--- src/rtl/odometer_scan_master.sv ---
// Odometer scan master: shifts a 7-bit control word out, triggers a measurement, waits on the
// stress handshake and reads back a 10-bit count. Optional wait timeout: ODO_SCAN_TIMEOUT_EN.
`timescale 1ns/1ps
module odometer_scan_master #(
    parameter int unsigned DIV     = 4,
    parameter int unsigned TIMEOUT = 65535
) (
    input  logic       clk_i,
    input  logic       rst_ni,
    input  logic       go_i,
    input  logic [6:0] cfg_i,
    output logic       busy_o,
    output logic       done_o,
    output logic [9:0] result_o,
    output logic       timeout_flag_o,
    output logic       scan_in_o,
    output logic       scan_clk1_o,
    output logic       load_o,
    output logic       meas_trig_o,
    output logic       scan_clk2_o,
    input  logic       meas_stress_i,
    input  logic       scan_out_i
);
    localparam logic [7:0] HalfLast = 8'(DIV - 1);

    typedef enum logic [2:0] {
        StIdle, StCfgShift, StLoadP, StTrig, StWaitHi, StWaitLo, StRead, StFin
    } state_e;

    state_e     state_q, state_d;
    logic [7:0] half_cnt_q, half_cnt_d;
    logic [3:0] bit_cnt_q, bit_cnt_d;
    logic       phase_q, phase_d;
    logic [6:0] cfg_q, cfg_d;
    logic [9:0] shadow_q, shadow_d;
    logic [9:0] result_q, result_d;
    logic [1:0] stress_sync_q, scan_sync_q;
    logic [6:0] outs_q, outs_d;
    logic       stress_s, scan_s, half_done, tmo_hit;

    assign stress_s  = stress_sync_q[1];
    assign scan_s    = scan_sync_q[1];
    assign half_done = (half_cnt_q == HalfLast);

    // Packed as {busy, done, scan_in, scan_clk1, load, meas_trig, scan_clk2}.
    function automatic logic [6:0] decode(input state_e st, input logic ph, input logic msb);
        logic [6:0] o;
        o    = '0;
        o[6] = (st != StIdle) && (st != StFin);
        o[5] = (st == StFin);
        o[4] = (st == StCfgShift) && msb;
        o[3] = (st == StCfgShift) && ph;
        o[2] = (st == StLoadP) && !ph;
        o[1] = (st == StTrig);
        o[0] = (st == StRead) && ph;
        return o;
    endfunction

`ifdef ODO_SCAN_TIMEOUT_EN
    localparam logic [15:0] TmoLast = 16'(TIMEOUT - 1);
    logic [15:0] tmo_cnt_q;
    logic        tflag_q;
    logic        in_wait;

    assign in_wait        = (state_q == StWaitHi) || (state_q == StWaitLo);
    assign tmo_hit        = in_wait && (tmo_cnt_q == TmoLast);
    assign timeout_flag_o = tflag_q;

    always_ff @(posedge clk_i or negedge rst_ni) begin
        if (!rst_ni) begin
            tmo_cnt_q <= '0;
            tflag_q   <= 1'b0;
        end else begin
            tmo_cnt_q <= in_wait ? tmo_cnt_q + 16'd1 : '0;
            if (state_q == StIdle && go_i) begin
                tflag_q <= 1'b0;
            end else if (tmo_hit) begin
                tflag_q <= 1'b1;
            end
        end
    end
`else
    logic unused_tmo;
    assign unused_tmo     = ^TIMEOUT;
    assign tmo_hit        = 1'b0;
    assign timeout_flag_o = 1'b0;
`endif

    always_comb begin
        state_d    = state_q;
        half_cnt_d = half_cnt_q;
        bit_cnt_d  = bit_cnt_q;
        phase_d    = phase_q;
        cfg_d      = cfg_q;
        shadow_d   = shadow_q;
        result_d   = result_q;
        unique case (state_q)
            StIdle: begin
                if (go_i) begin
                    state_d  = StCfgShift;
                    cfg_d    = cfg_i;
                    shadow_d = '0;
                end
            end
            StCfgShift: begin
                half_cnt_d = half_cnt_q + 8'd1;
                if (half_done) begin
                    half_cnt_d = '0;
                    phase_d    = ~phase_q;
                    if (phase_q) begin
                        bit_cnt_d = bit_cnt_q + 4'd1;
                        cfg_d     = {cfg_q[5:0], 1'b0};
                        if (bit_cnt_q == 4'd6) begin
                            state_d   = StLoadP;
                            bit_cnt_d = '0;
                        end
                    end
                end
            end
            StLoadP: begin
                half_cnt_d = half_cnt_q + 8'd1;
                if (half_done) begin
                    half_cnt_d = '0;
                    phase_d    = ~phase_q;
                    if (phase_q) begin
                        state_d = StTrig;
                    end
                end
            end
            StTrig: begin
                half_cnt_d = half_cnt_q + 8'd1;
                if (half_done) begin
                    half_cnt_d = '0;
                    state_d    = StWaitHi;
                end
            end
            StWaitHi: begin
                if (tmo_hit) begin
                    state_d = StRead;
                end else if (stress_s) begin
                    state_d = StWaitLo;
                end
            end
            StWaitLo: begin
                if (tmo_hit) begin
                    state_d    = StRead;
                    half_cnt_d = '0;
                    bit_cnt_d  = '0;
                    phase_d    = 1'b0;
                end else if (!phase_q) begin
                    phase_d = !stress_s;
                end else begin
                    // Settling delay of two half-periods after the stress flag drops.
                    half_cnt_d = half_cnt_q + 8'd1;
                    if (half_done) begin
                        half_cnt_d = '0;
                        bit_cnt_d  = bit_cnt_q + 4'd1;
                        if (bit_cnt_q == 4'd1) begin
                            state_d   = StRead;
                            bit_cnt_d = '0;
                            phase_d   = 1'b0;
                        end
                    end
                end
            end
            StRead: begin
                half_cnt_d = half_cnt_q + 8'd1;
                if (half_done) begin
                    half_cnt_d = '0;
                    phase_d    = ~phase_q;
                    if (phase_q) begin
                        shadow_d  = {scan_s, shadow_q[9:1]};
                        bit_cnt_d = bit_cnt_q + 4'd1;
                        if (bit_cnt_q == 4'd9) begin
                            state_d   = StFin;
                            bit_cnt_d = '0;
                            result_d  = {scan_s, shadow_q[9:1]};
                        end
                    end
                end
            end
            StFin: begin
                state_d = StIdle;
            end
        endcase
    end

    // Outputs are registered from next-state so the odometer never sees decode glitches.
    assign outs_d = decode(state_d, phase_d, cfg_d[6]);

    always_ff @(posedge clk_i or negedge rst_ni) begin
        if (!rst_ni) begin
            state_q       <= StIdle;
            half_cnt_q    <= '0;
            bit_cnt_q     <= '0;
            phase_q       <= 1'b0;
            cfg_q         <= '0;
            shadow_q      <= '0;
            result_q      <= '0;
            stress_sync_q <= '0;
            scan_sync_q   <= '0;
            outs_q        <= '0;
        end else begin
            state_q       <= state_d;
            half_cnt_q    <= half_cnt_d;
            bit_cnt_q     <= bit_cnt_d;
            phase_q       <= phase_d;
            cfg_q         <= cfg_d;
            shadow_q      <= shadow_d;
            result_q      <= result_d;
            stress_sync_q <= {stress_sync_q[0], meas_stress_i};
            scan_sync_q   <= {scan_sync_q[0], scan_out_i};
            outs_q        <= outs_d;
        end
    end

    assign {busy_o, done_o, scan_in_o, scan_clk1_o, load_o, meas_trig_o, scan_clk2_o} = outs_q;
    assign result_o = result_q;

endmodule

--- config.mk ---
export PLATFORM = sky130hd
export DESIGN_NAME = odometer_scan_master
export DESIGN_NICKNAME = d
export VERILOG_FILES = /design/src/rtl/odometer_scan_master.sv
export SDC_FILE = /design/constraint.sdc
export NUM_CORES = 1
export LEC_CHECK = 0
export CAP_MARGIN = 20
export CELL_PAD_IN_SITES_DETAIL_PLACEMENT = 0
export CELL_PAD_IN_SITES_GLOBAL_PLACEMENT = 1
export CORE_ASPECT_RATIO = 0.6
export CORE_MARGIN = 4
export CORE_UTILIZATION = 30
export DETAILED_ROUTE_END_ITERATION = 10
export PLACE_DENSITY = 0.68
export SKIP_CTS_REPAIR_TIMING = 1
export SYNTH_ARGS = -nofsm -noshare
export SYNTH_HDL_FRONTEND = slang
export SYNTH_SLANG_ARGS = --single-unit
--- constraint.sdc ---
create_clock -name clk_i -period 3.2 [get_ports clk_i]
set_input_delay 0.32 -clock clk_i [delete_from_list [all_inputs] [get_ports clk_i]]
set_output_delay 0.32 -clock clk_i [all_outputs]
set_load 0.005 [all_outputs]
==> out/metrics.cfg <==
[worst_hold_path]
hp-class = input port to asynchronous set/reset pin

[clocking]
clk_pin_slew_ns = 0.07
clock-root-buffer = clkbuf_16
cts_max_level = 2
clkSinkCount = 53
cts_buffers = 5
cts_tree = built
cts_max_path_buffers = 2
clock_latency_ns = 0.29

[detailed_routing]
drtIter0Drc = 147
avgRoutedWirePerCell_um = 13.4
drt_pre_antenna_iters = 4
antenna_left = 0
drc = 0
drt-total-wl_um = 5150
vias = 1800
vias_per_cell = 4.70

[placed_design]
port_buffers = 28
dp.cells = 375
dp_hpwl_um = 3680
gp_congestion = 0.787

[timing]
setup_viol_count_final = 0
tns_ns = 0
hold_viol_final = 0
hold_ws_ns = 0.148
period_needed_ns = 2.38
tightest_slew_ns = 0.886
slew_headroom = 0.409
timing.fmax_ghz = 0.421
rsz0062_at_grt = false
period_share = 0.743
slew_violations = 0
fin_skew_ns = 0.00807

[final_layout]
final_layout_size_suffix_gt1_frac = 0.155
fin_cells = 383
final_util = 0.371
insertedDiodeCount = 0
area_growth_pct = 20.5
nNetsFinal = 287

[global_routing]
antenna_found_initial = 0
grt_max_degree = 42
first_global_vias = 1730
gr-total-overflow = 0
grt_pass1_wl_um = 9030
track_usage = 0.111

[setup_path]
cp.buffers_inverters = 2
worstSetupEndpointType = flip-flop
critPathTopFamily = simple AND/OR/NAND/NOR gates
crit_path_top_delay_cell = nor3b_2
required_ns = 3.39
rrSetupSlack_ns = 0.82
r2r_end = outs_q[2]$_DFF_PN0_
worstPathArrival_ns = 2.57
slowest_delay_ns = 0.41
crit_type = flip-flop to flip-flop
crit_path_cell_trace = ha_1 > nor3b_2 > nand2_4 > inv_2 > ha_1 > a221o_1 > o221ai_2 > inv_2 > nor4_2
critPathMaxFanout = 8
start_kind = flip-flop
r2r_start = half_cnt_q[1]$_DFFE_PN0P_
startpoint = half_cnt_q[1]$_DFFE_PN0P_
cp-endpoint = outs_q[2]$_DFF_PN0_
rr_worst_depth = 9
cp_num_cells = 9

[power]
finalPower_w = 0.00123
power_density_nw_per_um2 = 391
leakage_nw = 1.45
ir_worst_vdd_mv = 0.196

[run_status]
status = finished, final reports clean

[die]
initial_core_util = 0.308
ios = 30
die_h_um = 80.3
die_w_um = 129
core_area_sq_um = 8490
dieArea_sq_um = 10300
fp-row-count = 26

[yosys]
synth_edf_count = 0
synth-main-ff-cell = dfrtp_1
synthesis.nets = 258
synthCells = 241
avgSynthCellArea_sq_um = 10.9
yosysSeqAreaShare = 0.507
synth-seq-cells = 53
async_reset_ff_frac = 1.00
yosysUniqueCellTypes = 52
synth_area_sq_um = 2620
yosysWarnings = 0

[flow_run]
max-cap-violations = 0

-- synth_stat cells, types with 2 or more instances --
master	instances	area, sq um
nor3b_1	2	15.0
a21o_1	8	60.1
nor3_1	5	25.0
ha_1	5	62.6
o21ai_1	2	10.0
buf_4	2	15.0
nand2_1	39	146
buf_2	3	15.0
inv_2	3	11.3
a31oi_1	3	18.8
xor2_1	3	26.3
clkbuf_1	2	7.51
nand3b_1	2	15.0
nand2b_1	8	50.1
nor2_1	11	41.3
nor2b_1	2	12.5
nand2_4	2	22.5
o31ai_1	2	15.0
mux2_4	11	165
xnor2_1	2	17.5
dfrtp_1	53	1330
nor2_2	2	12.5
a21oi_1	8	40.0
a22o_1	5	43.8
inv_1	5	18.8
o21ai_0	19	95.1
nand3_1	7	35.0
-- worst min-delay path by stage --
stage	start	endpoint	cells after the start
floorplan	rst_ni	bit_cnt_q[0]$_DFFE_PN0P_	0
global placement	stress_sync_q[0]$_DFF_PN0_	stress_sync_q[1]$_DFF_PN0_	0
detailed placement	stress_sync_q[0]$_DFF_PN0_	stress_sync_q[1]$_DFF_PN0_	0
CTS	rst_ni	bit_cnt_q[0]$_DFFE_PN0P_	1
global route	rst_ni	result_o[4]$_DFFE_PN0P_	1
finish	rst_ni	bit_cnt_q[0]$_DFFE_PN0P_	1
-- worst register-to-register path, stage by stage, from the launching register on --
cell,delay (ns)
dfrtp_1,0.38
ha_1,0.24
nor3b_2,0.41
nand2_4,0.15
inv_2,0.12
ha_1,0.24
a221o_1,0.36
o221ai_2,0.10
inv_2,0.07
nor4_2,0.21
-- flip-flops by register name (all words and copies together), names as in the netlist --
name	cells
bit_cnt_q	4
cfg_q	7
half_cnt_q	8
outs_q	7
phase_q	1
result_o	10
scan_sync_q	2
shadow_q	9
state_q	3
stress_sync_q	2
-- stage by stage --
stage | setup WS [ns] | instance area [sq um]
detailed placement | 0.838 | 3000
finish | 0.822 | 3150
floorplan | 0.901 | 2620
CTS | 0.814 | 3150
global placement | 0.879 | 3000
global route | 0.575 | 3150
-- layout by cell type (no fill, tap or decap), types with 3 or more instances in the layout --
cell type and n:
ha_1 5, nor3_1 5, mux2_4 11, clkdlybuf4s50_1 27, a22o_1 5, nand3_1 7, inv_2 3, dfrtp_1 53
a21o_1 8, inv_1 5, clkbuf_16 5, a21oi_1 8, clkinvlp_4 3, nand2_1 39, nor2_1 11, xor2_1 3
o21ai_0 19, a31oi_1 3, nand2b_1 8
-- power by group --
group          switching, W  internal, W
sequential      0.000000994     0.000672
combinational     0.0000160    0.0000123
clock              0.000240     0.000290
-- area by class of cell --
type,instances,area (sq um)
well taps,112,140
flip-flops and latches,53,1330
clock inverters,3,22.5
multi-input cells,172,1220
fillers,813,5340
clock buffers,5,125
inverters,8,30.0
repair buffers,30,290
-- kinds of logic (layout without fill, tap and decap cells) --
group / after synthesis / after routing / synth area share
and+or+nand+nor: 92 / 92 / 0.192
AOI/OAI and AO/OA: 56 / 56 / 0.160
DFF: 53 / 53 / 0.507
buffers and inverters: 16 / 46 / 0.0273
muxes: 13 / 13 / 0.0713
adders and majority gates: 5 / 5 / 0.0239
xor gates and xnor gates: 5 / 5 / 0.0167
other: 1 / 1 / 0.00143
-- routing by layer --
| layer | share of wire | track usage | up-vias |
|---|---|---|---|
| met4 | 0.0019 | 0.0220 | 0 |
| li1 | - | - | 902 |
| met2 | 0.36 | 0.134 | 40 |
| met3 | 0.061 | 0.0399 | 2 |
| met5 | 0 | 0 | - |
| met1 | 0.58 | 0.180 | 856 |
Power figures use the tool's default switching activity.
